**config.mk**
```make
export PLATFORM = sky130hd
export DESIGN_NAME = wb_burst_master
export DESIGN_NICKNAME = d
export VERILOG_FILES = /design/src/rtl/wb_burst_master.sv
export SDC_FILE = /design/constraint.sdc
export NUM_CORES = 1
export LEC_CHECK = 0
export BUFFER_PORTS_ARGS = -buffer_cell sky130_fd_sc_hd__clkbuf_2
export CAP_MARGIN = 20
export CORE_MARGIN = 2
export CORE_UTILIZATION = 35
export DETAILED_ROUTE_END_ITERATION = 16
export HOLD_SLACK_MARGIN = 0.03
export PLACE_DENSITY_LB_ADDON = 0.12
export SYNTH_ARGS = -nofsm -noshare
export SYNTH_HDL_FRONTEND = slang
export SYNTH_SLANG_ARGS = --single-unit
```
**constraint.sdc**
```tcl
create_clock -name clk -period 5.9 [get_ports clk]
set_input_delay 0.59 -clock clk [delete_from_list [all_inputs] [get_ports clk]]
set_output_delay 0.59 -clock clk [all_outputs]
set_load 0.01 [all_outputs]
```
**src/rtl/wb_burst_master.sv**
```systemverilog
// Pipelined Wishbone burst master for one port of the dual-port RAM.
// Issues word-incrementing beats for a command, bounded by MAX_OUT outstanding acks.
module wb_burst_master #(
  parameter int LEN_W   = 8,
  parameter int MAX_OUT = 2
) (
  input  logic             clk,
  input  logic             rst,
  input  logic             cmd_valid,
  output logic             cmd_ready,
  input  logic             cmd_we,
  input  logic [10:0]      cmd_addr,
  input  logic [LEN_W-1:0] cmd_len,
  input  logic [3:0]       cmd_sel,
  input  logic             wdata_valid,
  output logic             wdata_ready,
  input  logic [31:0]      wdata,
  output logic             rdata_valid,
  output logic [31:0]      rdata,
  output logic             done,
  output logic             err,
  output logic             wb_cyc_o,
  output logic             wb_stb_o,
  output logic             wb_we_o,
  output logic [3:0]       wb_sel_o,
  output logic [10:0]      wb_addr_o,
  output logic [31:0]      wb_data_o,
  input  logic [31:0]      wb_data_i,
  input  logic             wb_ack_i,
  input  logic             wb_stall_i
);

  localparam int BW = LEN_W + 1;
  localparam logic [2:0] MAX_OUT_V = 3'(MAX_OUT);

  typedef enum logic [1:0] {IDLE, ISSUE, DRAIN} state_t;

  state_t         state, state_next;
  logic [BW-1:0]  beats_left, beats_next;
  logic [2:0]     outstanding, out_next;
  logic [10:0]    addr;
  logic           we, sel_we_next;
  logic [3:0]     sel;
  logic           stb, stb_next;
  logic           buf_full, full_next;
  logic [31:0]    buf_data;
  logic           cmd_fire, accept, ack_ok, wdata_fire, last_accept;

  assign cmd_fire    = cmd_valid && cmd_ready;
  assign accept      = stb && !wb_stall_i;
  assign ack_ok      = wb_ack_i && wb_cyc_o && (outstanding != 3'd0);
  assign wdata_fire  = wdata_valid && wdata_ready;
  assign last_accept = accept && (beats_left == BW'(1));

  always_ff @(posedge clk) begin
    if (rst) state <= IDLE;
    else     state <= state_next;
  end

  always_comb begin
    state_next = state;
    case (state)
      IDLE:    if (cmd_valid) state_next = ISSUE;
      ISSUE:   if (last_accept) state_next = DRAIN;
      DRAIN:   if (ack_ok && outstanding == 3'd1) state_next = IDLE;
      default: state_next = IDLE;
    endcase
  end

  // The skid register may refill in the same cycle it hands a beat to the bus.
  always_comb begin
    cmd_ready   = (state == IDLE);
    wb_cyc_o    = (state != IDLE);
    wdata_ready = (state == ISSUE) && we &&
                  (!buf_full || (accept && beats_left > BW'(1)));
  end

  // stb is registered, so it is decided from the values the next cycle will see.
  always_comb begin
    out_next    = outstanding + 3'(accept) - 3'(ack_ok);
    beats_next  = cmd_fire ? ({1'b0, cmd_len} + BW'(1)) : (beats_left - BW'(accept));
    sel_we_next = cmd_fire ? cmd_we : we;
    full_next   = cmd_fire ? 1'b0 : (wdata_fire ? 1'b1 : (accept ? 1'b0 : buf_full));
    stb_next    = (state_next == ISSUE) && (beats_next != '0) &&
                  (out_next < MAX_OUT_V) && (!sel_we_next || full_next);
  end

  always_ff @(posedge clk) begin
    if (rst) begin
      beats_left  <= '0;
      outstanding <= 3'd0;
      addr        <= 11'd0;
      we          <= 1'b0;
      sel         <= 4'd0;
      stb         <= 1'b0;
      buf_full    <= 1'b0;
      buf_data    <= 32'd0;
      rdata_valid <= 1'b0;
      rdata       <= 32'd0;
      done        <= 1'b0;
      err         <= 1'b0;
    end else begin
      beats_left  <= beats_next;
      outstanding <= out_next;
      stb         <= stb_next;
      buf_full    <= full_next;
      if (cmd_fire) begin
        addr <= cmd_addr & 11'h7FC;
        we   <= cmd_we;
        sel  <= cmd_sel;
      end else if (accept) begin
        addr <= addr + 11'd4;
      end
      if (wdata_fire) buf_data <= wdata;
      rdata_valid <= ack_ok && !we;
      if (ack_ok && !we) rdata <= wb_data_i;
      done <= (state == DRAIN) && (state_next == IDLE);
      if (wb_ack_i && outstanding == 3'd0) err <= 1'b1;
    end
  end

  assign wb_stb_o  = stb;
  assign wb_we_o   = we;
  assign wb_sel_o  = sel;
  assign wb_addr_o = addr;
  assign wb_data_o = buf_data;

endmodule

```
==> results of run 1 <==
[power by group through the flow]
stage                     sequential, uW  clock [uW]  combinational (uW)
final                                735         552                 276
after global placement               748           0                 273
after detailed placement             750           0                 278
after CTS                            735         576                 280
after global routing                 741         603                 310
after floorplan                      757           0                 167
[cells in the final DEF, fill, tap and decap left out, types with 2 or more instances in the layout]
cell type,netlist,final
nor2b_1,5,4
a311oi_1,4,4
buf_4,2,5
ha_1,5,5
mux2i_1,34,34
and2_1,2,2
clkbuf_2,0,175
nand4_1,4,4
nor3_1,2,2
conb_1,1,2
clkinvlp_4,0,3
o21ai_0,10,10
a211oi_1,8,8
xnor2_1,7,7
or3_1,6,6
clkbuf_8,0,2
clkbuf_16,0,9
nand3_1,8,8
nor4_1,3,3
a31oi_1,2,2
nand2_1,85,85
nor2_1,58,58
a21oi_1,39,39
xor2_1,10,10
inv_1,8,8
dfxtp_1,97,97
[critical path: cells and delay by family]
family	cells	cell delay, ns
simple gates	2	0.69
compound gates	2	0.63
fa+ha+maj	2	0.38
buf+inv	2	0.17
xor+xnor	1	0.16
mux	1	0.10
[stage by stage]
stage | util, % | total power, uW | area [um^2] | cells | hold slack (ns)
after floorplan | - | 925 | 4000 | 454 | 0.463
after global placement | 43.9 | 1020 | 4950 | 747 | 0.441
after detailed placement | 43.9 | 1030 | 4950 | 747 | 0.446
after CTS | 46.4 | 1590 | 5230 | 763 | 0.453
after global routing | 46.4 | 1650 | 5230 | 763 | 0.458
final | 46.4 | 1560 | 5230 | 763 | 0.454
[per-layer routing]
layer	routed length [um]	GRT usage, %	vias to the layer above
met4	189	7.00	0
met1	4510	20.8	1637
met3	787	5.14	15
met2	4450	26.1	135
li1	-	-	1845
met5	0	0	-
[state kept, by name (all words and copies together) (netlist names)]
register and count:
beats_left 9, done 1, wb_we_o 1, wb_addr_o 9
outstanding 3, wb_stb_o 1, err 1, rdata_valid 1
wb_data_o 32, buf_full 1, state 2, wb_sel_o 4
rdata 32
[cell families after synthesis]
family          synth area share, %
xor+xnor                       3.72
fa+ha+maj                      2.07
buf+inv                        4.88
compound gates                 11.4
mux                            8.79
simple gates                   20.5
other cells                  0.0938
flops                          48.6
[layout make-up]
| class | instances | area (um^2) | share of cell area (%) |
|---|---|---|---|
| Multi-Input combinational cell | 317 | 1870 | 35.7 |
| Tap cell | 143 | 179 | 3.42 |
| Clock inverter | 4 | 27.5 | 0.526 |
| Clock buffer | 12 | 256 | 4.90 |
| Timing Repair Buffer | 181 | 918 | 17.6 |
| Sequential cell | 97 | 1940 | 37.1 |
| Inverter | 9 | 41.3 | 0.789 |
[cell usage after synthesis (2+ instances only)]
library cell | instances | area [um^2]
nor3_1 | 2 | 10.0
clkbuf_1 | 18 | 67.6
a21oi_1 | 39 | 195
a31oi_1 | 2 | 12.5
and2_1 | 2 | 12.5
nand2_1 | 85 | 319
xor2_1 | 10 | 87.6
xnor2_1 | 7 | 61.3
nand4_1 | 4 | 25.0
nor4_1 | 3 | 18.8
a311oi_1 | 4 | 35.0
buf_1 | 2 | 7.51
nand3_1 | 8 | 40.0
a211oi_1 | 8 | 60.1
buf_2 | 6 | 30.0
nor2b_1 | 5 | 31.3
mux2i_1 | 34 | 340
inv_1 | 8 | 30.0
or3_1 | 6 | 37.5
buf_4 | 2 | 15.0
nor2_1 | 58 | 218
buf_6 | 3 | 33.8
o21ai_0 | 10 | 50.1
dfxtp_1 | 97 | 1940
ha_1 | 5 | 62.6
[how the worst max path moves through the flow]
stage | slack [ns] | from | cells past startpoint | endpoint
6_report | 3.37 | wb_stall_i | 10 | wb_stb_o
5_1_grt | 3.16 | state[1] | 9 | wb_stb_o
4_1_cts | 3.32 | wb_stb_o | 9 | wb_stb_o
3_5_place_dp | 2.99 | wb_stall_i | 10 | wb_stb_o
3_3_place_gp | 3.02 | wb_stall_i | 10 | wb_stb_o
2_1_floorplan | 3.41 | wb_stall_i | 9 | wb_stb_o
==> flow_metrics.env, run 1 <==
export IMPL_critPathArrivalTime_ns=2.72
export IMPL_required_ns=6.09
export IMPL_worstReg2RegStart="wb_stb_o"
export IMPL_ys_types=50
export IMPL_dieArea_um2=12300
export IMPL_fin_crit_sh_pct=42.9
export IMPL_crit_path_start_kind="primary input"
export IMPL_cts_sinks=97
export IMPL_gp_congestion=0.794
export IMPL_reg2reg_depth=9
export IMPL_reg2reg_slack_ns=3.37
export IMPL_path_class="in2reg"
export IMPL_io_pins=181
export IMPL_num_rows=39
export IMPL_switching_share_pct=27.8
export IMPL_core_um2=11300
export IMPL_hold_path_class="reg2reg"
export IMPL_power_frac_seq_pct=47.0
export IMPL_ctsResizeCount=0
export IMPL_drive_above_1_share_pct=33.2
export IMPL_cts_tree="built"
export IMPL_slowest_stage="or3b_2"
export IMPL_diodes=0
export IMPL_grt_ovfl_total=0
export IMPL_clk_latency_ns=0.34
export IMPL_synth_cells=453
export IMPL_dp_slack_ns=2.99
export IMPL_ctsHoldBuffers=0
export IMPL_post_dp_hpwl_um=7040
export IMPL_wl_per_cell_um=13.0
export IMPL_vias=3632
export IMPL_die_width_um=111
export IMPL_finalMaxSlewViolations=0
export IMPL_syn_area_um2=4000
export IMPL_hold_depth=2
export IMPL_grt_antenna_before_repair=0
export IMPL_io_buffers=176
export IMPL_post_route_worst_setup_slack_ns=3.37
export IMPL_relSlewSlack_pct=28.1
export IMPL_grt_use_total_pct=16.5
export IMPL_outcome="finished, final reports clean"
export IMPL_die_h_um=111
export IMPL_crit_path_end_kind="flip-flop"
export IMPL_area_growth_pct=30.9
export IMPL_grt_setup_unrepaired="no"
export IMPL_first_pass_iters=4
export IMPL_yosysWarnings=0
export IMPL_drt_iter0_markers=142
export IMPL_grt_pass1_wl_um=16600
export IMPL_post_route_drc_count=0
export IMPL_holdPathEnd="rdata[10]"
export IMPL_yosysSeqAreaShare_pct=48.6
export IMPL_clk_pin_slew_ns=0.06
export IMPL_h_tree_depth=3
export IMPL_ys_flop_type="dfxtp_1"
export IMPL_cts_inserted_buffers=9
export IMPL_post_cts_buffers=0
export IMPL_wl_um=9940
export IMPL_power_leakage_uw=0.00224
export IMPL_cts_buffer_depth=2
export IMPL_r2r_end="wb_stb_o"
export IMPL_clockPowerShare_pct=35.3
export IMPL_tns_ns=0
export IMPL_switchingPower_uw=434
export IMPL_grt_max_degree=97
export IMPL_final_nets=715
export IMPL_cp_max_fo=7
export IMPL_power_density_nw_per_um2=299
export IMPL_synth_edf_count=0
export IMPL_hold_viol=0
export IMPL_synthArstFlopShare_pct=0
export IMPL_max_freq_mhz=395
export IMPL_power_internal_uw=1130
export IMPL_start_util_pct=35.5
export IMPL_syn_avg_cell_area_um2=8.83
export IMPL_fillCellCount=1146
export IMPL_fin_crit_ns=2.53
export IMPL_root_buffer="clkbuf_16"
export IMPL_cpPeakStageDelay_ns=0.51
export IMPL_pwr_share_comb_pct=17.7
export IMPL_worst_slew_pin_slew_ns=1.08
export IMPL_peakVddDrop_mv=0.127
export IMPL_ant_nets=0
export IMPL_fin_worst_skew_ns=0.00633
export IMPL_via_per_inst=4.76
export IMPL_grt_pass1_vias=3542
export IMPL_hold_start="rdata[10]"
export IMPL_crit_chain="clkbuf_2 -> nand2b_4 -> inv_8 -> ha_1 -> ha_1 -> or3b_2 -> xor2_1 -> mux2i_1 -> a2111oi_0 -> a41oi_1"
export IMPL_ys_seq_elements=97
export IMPL_cpMostUsedCell="ha_1"
export IMPL_maxCapViolations=0
export IMPL_setup_violations=0
(Power assumes the default switching activity.)
==> run 2, diff against run 1 <==
==> constraint.sdc (replaced) <==
create_clock -name clk -period 2.3 [get_ports clk]
set_input_delay 0.23 -clock clk [delete_from_list [all_inputs] [get_ports clk]]
set_output_delay 0.23 -clock clk [all_outputs]
set_load 0.01 [all_outputs]
==> flow_metrics.env, run 2 (same netlist as run 1, synthesis figures left out) <==
export IMPL_power_internal_uw=2950
export IMPL_cts_buffer_depth=2
export IMPL_power_density_nw_per_um2=762
export IMPL_diodes=0
export IMPL_gp_congestion=0.795
export IMPL_path_class="reg2reg"
export IMPL_start_util_pct=35.5
export IMPL_setup_violations=0
export IMPL_outcome="finished, final reports clean"
export IMPL_cts_sinks=97
export IMPL_cts_inserted_buffers=9
export IMPL_reg2reg_depth=10
export IMPL_grt_use_total_pct=16.4
export IMPL_max_freq_mhz=462
export IMPL_critPathArrivalTime_ns=2.42
export IMPL_drive_above_1_share_pct=35.2
export IMPL_hold_start="wb_data_i[19]"
export IMPL_required_ns=2.55
export IMPL_die_h_um=111
export IMPL_io_pins=181
export IMPL_tns_ns=0
export IMPL_grt_ovfl_total=0
export IMPL_num_rows=39
export IMPL_hold_path_class="in2reg"
export IMPL_final_nets=726
export IMPL_grt_pass1_vias=3419
export IMPL_fin_worst_skew_ns=0.00780
export IMPL_via_per_inst=4.74
export IMPL_crit_path_end_kind="flip-flop"
export IMPL_dieArea_um2=12300
export IMPL_grt_antenna_before_repair=0
export IMPL_switchingPower_uw=1150
export IMPL_io_buffers=176
export IMPL_hold_viol=0
export IMPL_cts_tree="built"
export IMPL_core_um2=11300
export IMPL_drt_iter0_markers=239
export IMPL_h_tree_depth=3
export IMPL_wl_per_cell_um=13.0
export IMPL_layout_area_seq_um2=1940
export IMPL_switching_share_pct=28.0
export IMPL_r2r_end="wb_stb_o"
export IMPL_power_leakage_uw=0.00232
export IMPL_crit_path_start_kind="flip-flop"
export IMPL_root_buffer="clkbuf_16"
export IMPL_multi_input_area_um2=1900
export IMPL_grt_pass1_wl_um=16600
export IMPL_hold_depth=3
export IMPL_hold_ws_ns=0.108
export IMPL_grt_setup_unrepaired="no"
export IMPL_finalMaxSlewViolations=0
export IMPL_area_growth_pct=34.5
export IMPL_finalPower_uw=4100
export IMPL_post_route_worst_setup_slack_ns=0.135
export IMPL_vias=3672
export IMPL_reg2reg_slack_ns=0.14
export IMPL_power_frac_seq_pct=46.0
export IMPL_clockPowerShare_pct=35.1
export IMPL_post_route_drc_count=0
export IMPL_fillCellCount=1131
export IMPL_clk_pin_slew_ns=0.07
export IMPL_holdPathEnd="rdata[19]"
export IMPL_wl_um=10100
export IMPL_final_common_cell="clkbuf_2"
export IMPL_ant_nets=0
export IMPL_grt_max_degree=96
export IMPL_fin_crit_ns=2.16
export IMPL_clk_latency_ns=0.34
export IMPL_cp_max_fo=3
export IMPL_peakVddDrop_mv=0.389
export IMPL_worstReg2RegStart="wb_stb_o"
export IMPL_fin_crit_sh_pct=94.1
export IMPL_first_pass_iters=4
export IMPL_ctsHoldBuffers=0
export IMPL_mostFrequentLayoutCells="clkbuf_2 (175), dfxtp_1 (96), nand2_1 (85)"
export IMPL_pwr_share_comb_pct=18.9
export IMPL_dp_slack_ns=-0.101
export IMPL_post_dp_hpwl_um=7230
export IMPL_maxCapViolations=0
export IMPL_die_width_um=111
## run 2: worst max path at each step
stage          cells after the start  slack [ns]       end  startpoint
4_1_cts                           10        0.02  wb_stb_o    wb_stb_o
5_1_grt                           10        0.02  wb_stb_o    wb_stb_o
3_3_place_gp                      10       -0.04  wb_stb_o  wb_stall_i
3_5_place_dp                      10       -0.10  wb_stb_o  wb_stall_i
2_1_floorplan                      9        0.06  wb_stb_o    wb_stb_o
6_report                          10        0.14  wb_stb_o    wb_stb_o
## run 2: area by class of cell
type	instances	area share, %
timing repair buffer	192	19.1
clock buffer	11	4.70
tap	143	3.33
clock inverter	5	0.698
multi-input combinational	317	35.3
sequential	97	36.1
inverter	9	0.768
## run 2: power by group through the flow
stage / sequential [uW] / combinational (uW) / clock, uW
2_1_floorplan: 1940 / 429 / 0
3_3_place_gp: 1920 / 748 / 0
3_5_place_dp: 1920 / 756 / 0
4_1_cts: 1880 / 765 / 1500
5_1_grt: 1900 / 868 / 1570
6_report: 1890 / 774 / 1440
## run 2: metal layers
metal / share of wire, % / up-vias / global-route usage (%) / wire, um
li1: - / 1868 / - / -
met1: 46 / 1658 / 21.9 / 4610
met2: 45 / 135 / 25.2 / 4510
met3: 7.9 / 11 / 4.21 / 796
met4: 1.6 / 0 / 6.67 / 162
met5: 0 / - / 0 / 0
## run 2: worst max-delay path, cell delays in order (launching register included)
cell and delay, ns:
dfxtp_2 0.35, nand2b_4 0.08, inv_8 0.05, ha_1 0.16, ha_1 0.17, or3b_4 0.39, buf_4 0.15, nor3_1 0.17
xnor2_1 0.09, mux2_2 0.28, a41oi_2 0.20
## run 2: per-stage QoR
stage,util [%],instances,area (um^2)
CTS,47.4,773,5350
detailed placement,44.8,757,5050
floorplan,-,454,4000
global placement,44.8,757,5050
finish,47.7,774,5380
global route,47.7,774,5380
## run 2: repair_timing
item                       CTS  global route
setup endpoints to repair    1             1
gates resized for setup      3             4
pin swaps                    0             2
setup buffers                0             1
==> run 3, diff against run 2 <==
--- a/config.mk
+++ b/config.mk
@@ -12,6 +12,7 @@
 export DETAILED_ROUTE_END_ITERATION = 16
 export HOLD_SLACK_MARGIN = 0.03
 export PLACE_DENSITY_LB_ADDON = 0.12
+export SLEW_MARGIN = 15
 export SYNTH_ARGS = -nofsm -noshare
 export SYNTH_HDL_FRONTEND = slang
 export SYNTH_SLANG_ARGS = --single-unit
==> constraint.sdc (replaced) <==
create_clock -name clk -period 2.7 [get_ports clk]
set_input_delay 0.27 -clock clk [delete_from_list [all_inputs] [get_ports clk]]
set_output_delay 0.27 -clock clk [all_outputs]
set_load 0.01 [all_outputs]
==> flow_metrics.env, run 3 (same netlist as run 1, synthesis figures left out) <==
export IMPL_outcome="finished, final reports clean"
export IMPL_first_pass_iters=4
export IMPL_ant_nets=0
export IMPL_cts_sinks=97
export IMPL_fin_crit_ns=2.47
export IMPL_r2r_end="wb_stb_o"
export IMPL_critPathArrivalTime_ns=2.67
export IMPL_post_cts_buffers=0
export IMPL_core_um2=11300
export IMPL_io_buffers=176
export IMPL_reg2reg_slack_ns=0.23
export IMPL_hold_viol=0
export IMPL_wl_per_cell_um=12.9
export IMPL_holdPathEnd="rdata[10]"
export IMPL_fin_crit_sh_pct=91.5
export IMPL_dieArea_um2=12300
export IMPL_grt_ovfl_total=0
export IMPL_cp_max_fo=7
export IMPL_mostFrequentLayoutCells="clkbuf_2 (175), dfxtp_1 (97), nand2_1 (85)"
export IMPL_crit_path_end_kind="flip-flop"
export IMPL_power_leakage_uw=0.00228
export IMPL_grt_antenna_before_repair=0
export IMPL_die_h_um=111
export IMPL_wl_um=9960
export IMPL_maxCapViolations=0
export IMPL_final_nets=722
export IMPL_crit_path_start_kind="flip-flop"
export IMPL_required_ns=2.90
export IMPL_diodes=0
export IMPL_cts_buffer_depth=2
export IMPL_fin_worst_skew_ns=0.00638
export IMPL_finalPower_uw=3450
export IMPL_cts_inserted_buffers=9
export IMPL_path_class="reg2reg"
export IMPL_root_buffer="clkbuf_16"
export IMPL_grt_pass1_wl_um=16700
export IMPL_post_route_drc_count=0
export IMPL_grt_pass1_vias=3534
export IMPL_tns_ns=0
export IMPL_final_common_cell="clkbuf_2"
export IMPL_hold_depth=3
export IMPL_die_width_um=111
export IMPL_num_rows=39
export IMPL_clk_latency_ns=0.34
export IMPL_h_tree_depth=3
export IMPL_grt_use_total_pct=16.6
export IMPL_hold_path_class="in2reg"
export IMPL_max_freq_mhz=405
export IMPL_io_pins=181
export IMPL_cts_tree="built"
export IMPL_peakVddDrop_mv=0.277
export IMPL_finalMaxSlewViolations=0
export IMPL_area_growth_pct=32.6
export IMPL_relSlewSlack_pct=64.1
export IMPL_ctsHoldBuffers=0
export IMPL_via_per_inst=4.71
export IMPL_start_util_pct=35.5
export IMPL_drt_iter0_markers=188
export IMPL_setup_violations=0
export IMPL_drive_above_1_share_pct=34.1
export IMPL_vias=3623
export IMPL_post_dp_hpwl_um=7320
export IMPL_grt_max_degree=37
export IMPL_worst_slew_pin_slew_ns=0.525
export IMPL_worstReg2RegStart="wb_stb_o"
export IMPL_power_density_nw_per_um2=650
export IMPL_reg2reg_depth=9
export IMPL_ctsResizeCount=0
export IMPL_gp_congestion=0.823
export IMPL_hold_ws_ns=0.138
export IMPL_hold_start="wb_data_i[10]"
export IMPL_clk_pin_slew_ns=0.07
export IMPL_grt_setup_unrepaired="no"
## run 3: area by class of cell
class / count / area [um^2]
Tap cell: 143 / 179
Timing Repair Buffer: 188 / 983
Clock buffer: 11 / 253
Sequential cell: 97 / 1940
Clock inverter: 5 / 37.5
Multi-Input combinational cell: 317 / 1870
Inverter: 9 / 41.3
Fill cell: 1115 / 5970
## run 3: worst max-delay path by stage
stage | startpoint | end | slack, ns
after detailed placement | wb_stall_i | wb_stb_o | 0.15
after CTS | wb_stb_o | wb_stb_o | 0.22
after global routing | wb_stb_o | wb_stb_o | 0.01
after floorplan | wb_stb_o | wb_stb_o | 0.46
final | wb_stb_o | wb_stb_o | 0.23
after global placement | wb_stall_i | wb_stb_o | 0.22
## run 3: critical path, cell delays in order (launching register included)
cell	delay, ns
dfxtp_1	0.37
nand2b_4	0.09
inv_8	0.08
ha_1	0.17
ha_1	0.19
or3b_2	0.50
xor2_1	0.15
mux2i_1	0.09
a2111oi_0	0.53
a41oi_1	0.17
## run 3: per-layer routing
layer,wire (um),track usage [%],share of wire (%)
met1,4640,21.4,47
met2,4390,26.0,44
met3,757,4.81,7.6
met4,171,7.00,1.7
met5,0,0,0
## run 3: stage by stage
| stage | cells | worst slack [ns] | utilization (%) | cell area (um^2) |
|---|---|---|---|---|
| floorplan | 454 | 0.455 | - | 4000 |
| detailed placement | 754 | 0.146 | 44.5 | 5010 |
| global placement | 754 | 0.217 | 44.5 | 5010 |
| CTS | 770 | 0.219 | 47.1 | 5300 |
| global route | 770 | 0.00955 | 47.1 | 5300 |
| finish | 770 | 0.228 | 47.1 | 5300 |
## run 3: power by group
group          total, uW  internal, uW  switching, uW  leakage (uW)
combinational        617           273            344       0.00136
clock               1230           678            552      0.000138
sequential          1600          1530           72.1      0.000788
total               3450          2480            969       0.00228
